==> src/rtl/v30mz_pkg.sv <==
// Shared v30mz bus encodings, BCU state type, request bundle and reset vector.
package v30mz_pkg;

    localparam logic [3:0] BUS_IDLE      = 4'hF;
    localparam logic [3:0] BUS_FETCH     = 4'b1001;
    localparam logic [3:0] BUS_MEM_READ  = 4'b1010;
    localparam logic [3:0] BUS_MEM_WRITE = 4'b1100;

    localparam logic [15:0] RESET_PS = 16'hFFFF;
    localparam logic [15:0] RESET_PC = 16'h0000;

    typedef enum logic [1:0] {
        ST_IDLE,
        ST_FETCH,
        ST_DATA_LO,
        ST_DATA_HI
    } bcu_state_t;

    typedef struct packed {
        logic        write;
        logic        word;
        logic [15:0] seg;
        logic [15:0] offset;
        logic [15:0] wdata;
    } bcu_req_t;

endpackage

==> src/rtl/bus_control_unit_physical_address.sv <==
// Segment:offset to 20-bit physical address, zero latency, no flow control; wraps past FFFFF.
module physical_address (
    input  logic [15:0] i_seg,
    input  logic [15:0] i_off,
    output logic [19:0] o_addr
);

    assign o_addr = {i_seg, 4'h0} + {4'h0, i_off};

endmodule

==> src/rtl/bus_control_unit.sv <==
// v30mz bus control unit: prefetch vs EXU arbitration; push/rsp one cycle after readyb low.
// Waits on readyb indefinitely unless BCU_WAIT_TIMEOUT_EN adds a WAIT_LIMIT abort and bus_timeout.
module bus_control_unit
    import v30mz_pkg::*;
#(
    parameter int QUEUE_BYTES = 8
`ifdef BCU_WAIT_TIMEOUT_EN
    , parameter int WAIT_LIMIT = 8
`endif
) (
    input  logic                             clk,
    input  logic                             resetb,
    input  logic                             readyb,
    input  logic [15:0]                      data_in,
    output logic [19:0]                      address_out,
    output logic [15:0]                      data_out,
    output logic [1:0]                       byte_en,
    output logic [3:0]                       bus_status,
    input  logic [15:0]                      ps,
    input  logic [$clog2(QUEUE_BYTES+1)-1:0] queue_space,
    input  logic                             flush,
    input  logic [15:0]                      flush_pc,
    output logic                             push_queue,
    output logic [15:0]                      push_data,
    output logic                             push_two,
    input  logic                             req_valid,
    output logic                             req_ready,
    input  logic                             req_write,
    input  logic                             req_word,
    input  logic [15:0]                      req_seg,
    input  logic [15:0]                      req_offset,
    input  logic [15:0]                      req_wdata,
    output logic                             rsp_valid,
`ifdef BCU_WAIT_TIMEOUT_EN
    output logic                             bus_timeout,
`endif
    output logic [15:0]                      rsp_rdata
);

    localparam int QW = $clog2(QUEUE_BYTES + 1);

    bcu_state_t  r_state;
    bcu_req_t    r_req;
    logic [15:0] r_pfp;
    logic        r_fetch_odd;
    logic        r_flush_pend;
    logic [7:0]  r_lo_byte;
    logic        r_push;

    logic [19:0]   w_fetch_addr;
    logic [19:0]   w_data_addr;
    logic [15:0]   w_data_seg;
    logic [15:0]   w_data_off;
    logic [QW-1:0] w_pend;
    logic [QW-1:0] w_space;
    logic          w_fetch_ok;
    logic          w_abort;
    logic [1:0]    w_req_ben;
    logic [15:0]   w_req_dout;
    logic [15:0]   w_rd_single;

    physical_address u_fetch_addr (
        .i_seg  (ps),
        .i_off  (r_pfp),
        .o_addr (w_fetch_addr)
    );

    // In IDLE the adder sees the incoming request; afterwards it sees offset+1 for the high byte.
    assign w_data_seg = (r_state == ST_IDLE) ? req_seg    : r_req.seg;
    assign w_data_off = (r_state == ST_IDLE) ? req_offset : r_req.offset + 16'd1;

    physical_address u_data_addr (
        .i_seg  (w_data_seg),
        .i_off  (w_data_off),
        .o_addr (w_data_addr)
    );

    // queue_space lags a push by a cycle, so bytes being pushed right now are not yet free.
    assign w_pend     = r_push ? (push_two ? QW'(2) : QW'(1)) : '0;
    assign w_space    = (queue_space >= w_pend) ? queue_space - w_pend : '0;
    assign w_fetch_ok = (w_space >= QW'(2)) || (r_pfp[0] && (w_space >= QW'(1)));

    assign req_ready  = (r_state == ST_IDLE) && req_valid && !flush;
    assign push_queue = r_push && !flush;

    assign w_req_ben  = req_offset[0] ? 2'b10 : (req_word ? 2'b11 : 2'b01);
    assign w_req_dout = req_offset[0] ? {req_wdata[7:0], 8'h00}
                      : (req_word ? req_wdata : {8'h00, req_wdata[7:0]});
    assign w_rd_single = r_req.word ? data_in
                       : (r_req.offset[0] ? {8'h00, data_in[15:8]} : {8'h00, data_in[7:0]});

`ifdef BCU_WAIT_TIMEOUT_EN
    localparam int WCW = $clog2(WAIT_LIMIT + 1);

    logic [WCW-1:0] r_wait_cnt;
    logic           r_timeout;

    assign w_abort     = (r_state != ST_IDLE) && readyb && (r_wait_cnt == WCW'(WAIT_LIMIT - 1));
    assign bus_timeout = r_timeout;

    always_ff @(posedge clk or negedge resetb) begin
        if (!resetb) begin
            r_wait_cnt <= '0;
            r_timeout  <= 1'b0;
        end else begin
            r_timeout <= 1'b0;
            if (r_state == ST_IDLE || !readyb) begin
                r_wait_cnt <= '0;
            end else if (w_abort) begin
                r_wait_cnt <= '0;
                r_timeout  <= 1'b1;
            end else begin
                r_wait_cnt <= r_wait_cnt + WCW'(1);
            end
        end
    end
`else
    assign w_abort = 1'b0;
`endif

    always_ff @(posedge clk or negedge resetb) begin
        if (!resetb) begin
            r_state      <= ST_IDLE;
            r_req        <= '0;
            r_pfp        <= RESET_PC;
            r_fetch_odd  <= 1'b0;
            r_flush_pend <= 1'b0;
            r_lo_byte    <= 8'h00;
            r_push       <= 1'b0;
            push_two     <= 1'b0;
            push_data    <= 16'h0000;
            address_out  <= {RESET_PS, 4'h0} + {4'h0, RESET_PC};
            bus_status   <= BUS_IDLE;
            byte_en      <= 2'b00;
            data_out     <= 16'h0000;
            rsp_valid    <= 1'b0;
            rsp_rdata    <= 16'h0000;
        end else begin
            r_push    <= 1'b0;
            rsp_valid <= 1'b0;
            if (flush) begin
                r_pfp <= flush_pc;
            end

            case (r_state)
                ST_IDLE: begin
                    if (!flush && req_valid) begin
                        r_req       <= '{write: req_write, word: req_word, seg: req_seg,
                                         offset: req_offset, wdata: req_wdata};
                        r_state     <= ST_DATA_LO;
                        address_out <= w_data_addr;
                        bus_status  <= req_write ? BUS_MEM_WRITE : BUS_MEM_READ;
                        byte_en     <= w_req_ben;
                        data_out    <= w_req_dout;
                    end else if (!flush && w_fetch_ok) begin
                        r_state      <= ST_FETCH;
                        r_fetch_odd  <= r_pfp[0];
                        r_flush_pend <= 1'b0;
                        address_out  <= w_fetch_addr;
                        bus_status   <= BUS_FETCH;
                        byte_en      <= r_pfp[0] ? 2'b10 : 2'b11;
                    end
                end

                ST_FETCH: begin
                    if (flush) begin
                        r_flush_pend <= 1'b1;
                    end
                    if (!readyb || w_abort) begin
                        r_state    <= ST_IDLE;
                        bus_status <= BUS_IDLE;
                        byte_en    <= 2'b00;
                    end
                    // A flush during the fetch lets the cycle finish but drops its bytes.
                    if (!readyb) begin
                        push_two  <= !r_fetch_odd;
                        push_data <= r_fetch_odd ? {8'h00, data_in[15:8]} : data_in;
                        if (!flush && !r_flush_pend) begin
                            r_push <= 1'b1;
                            r_pfp  <= r_pfp + (r_fetch_odd ? 16'd1 : 16'd2);
                        end
                    end
                end

                ST_DATA_LO: begin
                    if (!readyb && r_req.word && r_req.offset[0]) begin
                        r_lo_byte   <= data_in[15:8];
                        r_state     <= ST_DATA_HI;
                        address_out <= w_data_addr;
                        byte_en     <= 2'b01;
                        data_out    <= {8'h00, r_req.wdata[15:8]};
                    end else if (!readyb || w_abort) begin
                        r_state    <= ST_IDLE;
                        bus_status <= BUS_IDLE;
                        byte_en    <= 2'b00;
                        rsp_valid  <= 1'b1;
                        if (!r_req.write) begin
                            rsp_rdata <= !readyb ? w_rd_single : 16'hFFFF;
                        end
                    end
                end

                ST_DATA_HI: begin
                    if (!readyb || w_abort) begin
                        r_state    <= ST_IDLE;
                        bus_status <= BUS_IDLE;
                        byte_en    <= 2'b00;
                        rsp_valid  <= 1'b1;
                        if (!r_req.write) begin
                            rsp_rdata <= !readyb ? {data_in[7:0], r_lo_byte} : 16'hFFFF;
                        end
                    end
                end

                default: r_state <= ST_IDLE;
            endcase
        end
    end

endmodule

==> config.mk <==
export PLATFORM = sky130hd
export DESIGN_NAME = bus_control_unit
export DESIGN_NICKNAME = d
export VERILOG_FILES = /design/src/rtl/v30mz_pkg.sv /design/src/rtl/bus_control_unit_physical_address.sv /design/src/rtl/bus_control_unit.sv
export SDC_FILE = /design/constraint.sdc
export NUM_CORES = 1
export LEC_CHECK = 0
export ABC_AREA = 1
export ABC_CLOCK_PERIOD_IN_PS = 6200
export BUFFER_PORTS_ARGS = -buffer_cell sky130_fd_sc_hd__buf_2
export CAP_MARGIN = 0
export CELL_PAD_IN_SITES_DETAIL_PLACEMENT = 2
export CELL_PAD_IN_SITES_GLOBAL_PLACEMENT = 2
export CORE_ASPECT_RATIO = 1.1
export CORE_MARGIN = 4
export CORE_UTILIZATION = 34
export DETAILED_ROUTE_END_ITERATION = 6
export HOLD_SLACK_MARGIN = 0.1
export PLACE_DENSITY_LB_ADDON = 0.1
export RECOVER_POWER = 50
export SLEW_MARGIN = 40
export SYNTH_ARGS = -nofsm -noshare
export SYNTH_HDL_FRONTEND = slang
export SYNTH_SLANG_ARGS = --single-unit
==> constraint.sdc <==
create_clock -name clk -period 6.2 [get_ports clk]
set_clock_uncertainty 0.1 [all_clocks]
set_input_delay 1.24 -clock clk [delete_from_list [all_inputs] [get_ports clk]]
set_output_delay 1.24 -clock clk [all_outputs]
set_load 0.03 [all_outputs]
==> results of run 1 <==
==> worst paths after layout <==
path | start | to | slack (ps) | depth (start not counted)
max | readyb | r_pfp[6]$_DFF_PN0_ | 2110 | 6
min | address_out[17]$_DFFE_PN1P_ | address_out[17]$_DFFE_PN1P_ | 370 | 2
max reg2reg | r_state[0]$_DFFE_PN0P_ | r_pfp[6]$_DFF_PN0_ | 2430 | 8
min reg2reg | address_out[17]$_DFFE_PN1P_ | address_out[17]$_DFFE_PN1P_ | 370 | 2
max in group asynchronous | resetb | data_out[5]$_DFFE_PN0P_ | 2540 | 2
min in group asynchronous | resetb | r_req[36]$_DFFE_PN0P_ | 720 | 1
==> logic make-up after synthesis <==
group | count (synthesis)
other | 1
adder cells (fa/ha/maj) | 33
AO/OA/AOI/OAI | 276
flip-flops | 146
buffers and inverters | 168
XOR/XNOR | 28
AND/OR/NAND/NOR | 573
==> sequential cells by signal, summed over array words and instances, names as in the netlist, 3 cells and up <==
name,cells
bus_status,3
data_out,16
rsp_rdata,16
r_lo_byte,8
r_req,42
r_pfp,16
address_out,20
push_data,16
==> placed cells by master (no fill, tap or decap), types with 8 or more instances in the layout <==
master | Yosys | layout
o211ai_1 | 10 | 10
xor2_1 | 23 | 23
inv_1 | 106 | 107
a21oi_1 | 39 | 39
nand4_1 | 8 | 8
nor2_1 | 92 | 92
buf_2 | 11 | 162
dfstp_2 | 19 | 19
a22oi_1 | 9 | 9
inv_2 | 13 | 11
nand2_2 | 9 | 9
o21ai_1 | 38 | 32
clkbuf_1 | 26 | 22
nand2_1 | 369 | 370
clkbuf_16 | 0 | 17
nand3_1 | 58 | 58
a31oi_1 | 22 | 22
dfrtp_1 | 127 | 127
o21ai_0 | 121 | 127
ha_1 | 29 | 29
o21a_1 | 17 | 17
==> area by class of cell <==
cell class / count / area share (%)
clock buffers: 17 / 3.95
clock inverters: 14 / 1.56
inverters: 122 / 4.31
multi-input cells: 911 / 43.3
flip-flops and latches: 146 / 34.2
well taps: 352 / 4.09
repair buffers: 188 / 8.61
==> worst max-delay path, delay by kind of cell <==
| kind | cells | cell delay, ps |
|---|---|---|
| compound gates | 2 | 250 |
| buf+inv | 2 | 750 |
| simple gates | 2 | 2060 |
==> metal layers <==
metal  GRT usage [%]  share of wire [%]  vias up
met1            29.1                 44     4449
met4            5.49                1.8        8
met3            4.00                3.6       38
li1                -                  -     4312
met2            39.6                 50      150
met5               0               0.19        -
==> power by group through the flow <==
stage          Clock [mW]  Combinational [mW]  Sequential [mW]
5_1_grt              1.15                3.74             1.82
3_5_place_dp            0                3.37             1.76
2_1_floorplan           0                1.91             2.15
6_report             1.08                3.32             1.75
3_3_place_gp            0                3.27             1.74
4_1_cts              1.10                3.41             1.75
==> stage by stage <==
step | worst slack [ps] | instances | power, mW | hold slack (ps) | utilization (%)
after CTS | 2120 | 1750 | 6.27 | 370 | 41.4
after global placement | 2190 | 1719 | 5.01 | 355 | 39.1
after floorplan | 2750 | 1225 | 4.06 | 342 | -
final | 2110 | 1750 | 6.16 | 365 | 41.2
after global routing | 1780 | 1750 | 6.71 | 380 | 41.2
after detailed placement | 2130 | 1719 | 5.13 | 359 | 39.1
==> Yosys cell counts, drive strengths merged <==
cell type  count
a211o          1
a21boi         1
a21o           1
a21oi         39
a22oi          9
a31oi         22
and2           3
buf           20
clkbuf        26
clkinv         2
conb           1
dfrtp        127
dfstp         19
fa             4
ha            29
inv          120
nand2        381
nand3         59
nand3b         2
nand4          8
nor2         103
nor3           8
nor4           4
o211ai        11
o21a          17
o21ai        161
o21bai         6
o22ai          5
o31ai          1
o32ai          2
or2            5
xnor2          5
xor2          23
==> out/qor.csv, run 1 <==
metric,value,unit
fin_crit,4090,ps
drt_iter0_markers,304,
antenna_cells,0,
drcViolationCount,0,
synth-seq-cells,146,
synth_mux_area_share,0,%
final-seq-area,0.00368,mm^2
synth_area_leader_cell,dfrtp_1,
max_slew_margin,-60.6,%
postPlaceCellArea,0.0102,mm^2
cts-htree-levels,4,
p_leak,5.32,nW
cts_hold_buf,0,
clock_sinks,146,
first_global_vias,9961,
crit_arrival,4310,ps
core-area,0.0261,mm^2
routedWlPerCell,18.8,um
hpwl,25.0,mm
ant_nets,0,
multi_input_area,0.00466,mm^2
gp_congestion,0.821,
cts_buffers,17,
slowest_delay,1220,ps
yosysUniqueCellTypes,49,
vias,8957,
cts-root-buf,clkbuf_16,
p_sw_share,50.6,%
p_per_area,572,mW/mm^2
vias_per_cell,5.12,
finalSetupViolCount,0,
start_util,34.6,%
post-cts-setup-buffers,0,
syn-num-nets,1365,
tightest_slew,2410,ps
first_pass_iters,4,
grt_pass1_wl,52.8,mm
synthAdderAreaFrac,4.90,%
synth_xor_area_share,2.71,%
drive_gt1_share,18.9,%
pwr-share-seq,28.5,%
port-buffer-count,183,
die_y,179,um
fillers,3169,
outcome,"complete, but fails checks",
die_x,164,um
drv_slew,80,
grt_remaining_overflow,0,
syn_area_per_cell,7.39,um^2
grtUsageTotal,22.6,%
comb_power_share,54.0,%
cp_slowest_cell,nor2_1,
netlist_area,0.00905,mm^2
areaGrowthSynthToFinish,19.0,%
synth-simple-area-share,26.7,%
crit_path_end_kind,flip-flop,
clock_latency,420,ps
p_int,3.04,mW
path_clk_slew,60,ps
timing_worst_setup_path_type,input port to flip-flop,
cts_tree,built,
postLayoutCellArea,0.0108,mm^2
post_cts_resized,0,
p_clk_share,17.6,%
yosysWarningCount,0,
finalHoldViolCount,0,
maxCapViolations,3,
drt_wl_total,32.9,mm
crit_chain,clkbuf_1 > nor2_1 > nand2_1 > clkinv_2 > o31ai_1 > o32ai_1,
antenna_found_initial,4,
switching_power,3.11,mW
fmax,244,MHz
synthCells,1225,
critPathMaxFanout,19,
irDropWorstVdd,0.228,mV
grt_max_degree,71,
synth_top_area_share,35.1,%
rsz0062_at_grt,no,
synth_compound_area_share,17.3,%
min_path_type,flip-flop to flip-flop,
startpoint_type,input port,
synth_top_family_by_area,simple AND/OR/NAND/NOR gates,
setup_tns,0,ps
fin_crit_sh,66.0,%
cts_buffer_depth,2,
crit_required,6420,ps
die_area,0.0293,mm^2
violations,"max-capacitance violations, max-slew violations",
io_pins,185,
yosys-top-cells-area,"dfrtp_1 35%, nand2_1 15%, o21ai_0 6.7%, dfstp_2 5.5%, inv_1 4.4%",
num_rows,62,
ys_seq_area_share,40.6,%
fin_nets,1526,
(Power assumes the default switching activity.)
==> run 2: changes to the inputs <==
ABC_CLOCK_PERIOD_IN_PS = 4200   (was 6200)
CORE_UTILIZATION = 31   (was 34)
clock period = 4.2 ns   (was 6.2 ns; I/O delays follow)
==> run 2 against run 1 <==
The flow still finishes with violations (max-capacitance violations, max-slew violations). Via count barely moved. Flip-flop and latch count is the same. Critical path depth rose by 12. Die area increased by 9.2%. Highest routed layer unchanged.
==> out/qor.csv, run 2 (synthesis gave the netlist of run 1 again) <==
metric,value,unit,change
cts_buffers,17,,unchanged
critical_path.top_delay_family,simple AND/OR/NAND/NOR gates,,
finalHoldViolCount,0,,unchanged
met2_usage,36.0,%,-3.7 points
grt_pass1_wl,52.8,mm,about the same
areaGrowthSynthToFinish,19.2,%,
min_from,address_out[11]$_DFFE_PN1P_,,
cts-root-buf,clkbuf_16,,
cts_buffer_depth,2,,unchanged
drcViolationCount,0,,unchanged
die_area,0.0320,mm^2,+9.2%
core-area,0.0287,mm^2,+9.8%
crit_arrival,3740,ps,-570 ps
routedWlPerCell,18.6,um,-1.2%
slowest_delay,420,ps,-800 ps
irDropWorstVdd,0.341,mV,+50%
largestRegisters,"r_req x42, address_out x20",,
startpoint_type,flip-flop,,
r2r_start,r_req[16]$_DFFE_PN0P_,,
drv_slew,78,,-2.5%
fin_nets,1531,,+0.33%
fin_crit_sh,83.0,%,
num_rows,65,,+4.8%
cp_common_cell,nand2_1,,
crit_chain,ha_1 > inv_1 > nor3_1 > xor2_1 > o21ai_0 > ha_1 > inv_1 > fa_1 > inv_1 > nand2_1 > nand2_1 > nand3_1 > a21oi_1 > nor2_1 > xor2_1 > nand2_1 > nand3_1 > nand2_1,,
max_slew_margin,-41.6,%,+19 points
hpwl,25.7,mm,+2.8%
die_y,187,um,+4.5%
drt_wl_total,32.9,mm,about the same
post-cts-setup-buffers,0,,unchanged
antenna_found_initial,4,,unchanged
cts_hold_buf,0,,unchanged
cp_slowest_cell,dfrtp_1,,
fmax,287,MHz,
maxCapViolations,1,,-2
crit_path_end_kind,flip-flop,,
outcome,"complete, but fails checks",,
port-buffer-count,183,,unchanged
p_per_area,841,mW/mm^2,+47%
grt_max_degree,78,,+9.9%
first_pass_iters,4,,unchanged
antenna_cells,0,,unchanged
vias_per_cell,5.05,,-1.3%
start_util,31.5,%,-3.1 points
critPathMaxFanout,5,,-14
multi_input_area,0.00466,mm^2,about the same
cp.buffers_inverters,3,,+1
busiest_layer,met2,,
setup_ws,714,ps,-1390 ps
rsz0062_at_grt,no,,
post-place-ws,721,ps,-1410 ps
final-seq-area,0.00368,mm^2,unchanged
path_clk_slew,60,ps,about the same
tightest_slew,2120,ps,-285 ps
p_leak,5.32,nW,+0.10%
layout_commonest_cell,nand2_1,,
ant_nets,0,,unchanged
io_pins,185,,unchanged
fillers,3462,,+9.2%
largest_register_ffs,42,,unchanged
grt_remaining_overflow,0,,unchanged
grtUsageMet1,26.9,%,-2.2 points
post_cts_resized,0,,unchanged
die_x,171,um,+4.5%
grtUsageTotal,20.7,%,-2.0 points
met3_usage,4.31,%,+0.31 points
vias,8950,,-0.078%
cts-htree-levels,4,,unchanged
min_path_type,flip-flop to flip-flop,,
fin_crit,3490,ps,
violations,"max-capacitance violations, max-slew violations",,
setup_tns,0,ps,unchanged
finalSetupViolCount,0,,unchanged
cts_tree,built,,
gp_congestion,0.884,,+7.7%
max_flop_register,r_req,,
timing_worst_setup_path_type,flip-flop to flip-flop,,
drive_gt1_share,18.6,%,-0.29 points
drt_iter0_markers,240,,-21%
clock_sinks,146,,unchanged
first_global_vias,9642,,-3.2%
worstSetupStartpoint,r_req[16]$_DFFE_PN0P_,,
clock_latency,430,ps,about the same
crit_required,4450,ps,-1970 ps
mostFrequentLayoutCells,"369 x nand2_1, 160 x buf_2, 127 x dfrtp_1",,
==> run 2: changes by cell type in the layout (fill, tap and decap cells not counted), sizes merged <==
cell and change:
clkinvlp +2, clkinv +2, clkbuf +9, inv -6, bufinv -1
==> run 2: report_power, final <==
part,total [mW],switching [mW],internal (mW)
Combinational,4.97,3.47,1.50
Clock,1.52,0.655,0.867
Sequential,2.58,0.468,2.11
==> run 2: worst paths after layout <==
kind / end / slack (ps) / cells past startpoint
hold / removal: address_out[11]$_DFFE_PN1P_ / 370 / 2
min in group asynchronous: r_req[32]$_DFFE_PN0P_ / 880 / 1
setup / recovery: address_out[14]$_DFFE_PN1P_ / 710 / 18
hold reg to reg: address_out[11]$_DFFE_PN1P_ / 370 / 2
setup reg to reg: address_out[14]$_DFFE_PN1P_ / 710 / 18
max in group asynchronous: address_out[0]$_DFFE_PN0P_ / 1090 / 2
==> run 2: layout make-up <==
cell class	instances	share of cell area, %
multi-input combinational	911	43.2
sequential	146	34.1
clock buffer	21	4.36
timing repair buffer	193	8.79
clock inverter	11	0.974
inverter	122	4.28
tap	368	4.27
==> run 2: per-layer routing <==
metal  part of all wire, %  up-vias
met1                    45     4446
met4                  0.78        8
met5                  0.12        -
met3                   4.1       24
met2                    50      140
li1                      -     4332
==> run 2: metrics by stage <==
stage / area, um^2 / total power [mW] / util (%) / instances / hold slack, ps
6_report: 10800 / 9.07 / 37.6 / 1772 / 369
5_1_grt: 10800 / 9.87 / 37.6 / 1772 / 393
4_1_cts: 10900 / 9.23 / 37.8 / 1772 / 372
3_5_place_dp: 10300 / 7.64 / 35.8 / 1740 / 361
3_3_place_gp: 10300 / 7.49 / 35.8 / 1740 / 353
2_1_floorplan: 9050 / 5.99 / - / 1225 / 342
==> run 2: worst reg2reg max path: stages, from the launching register on <==
cell     delay (ps)
dfrtp_1         420
ha_1            180
inv_1            60
nor3_1          410
xor2_1          110
o21ai_0         250
ha_1            290
inv_1            80
fa_1            400
inv_1            80
nand2_1          50
nand2_1          90
nand3_1         100
a21oi_1         210
nor2_1           90
xor2_1          240
nand2_1         100
nand3_1          80
nand2_1          60
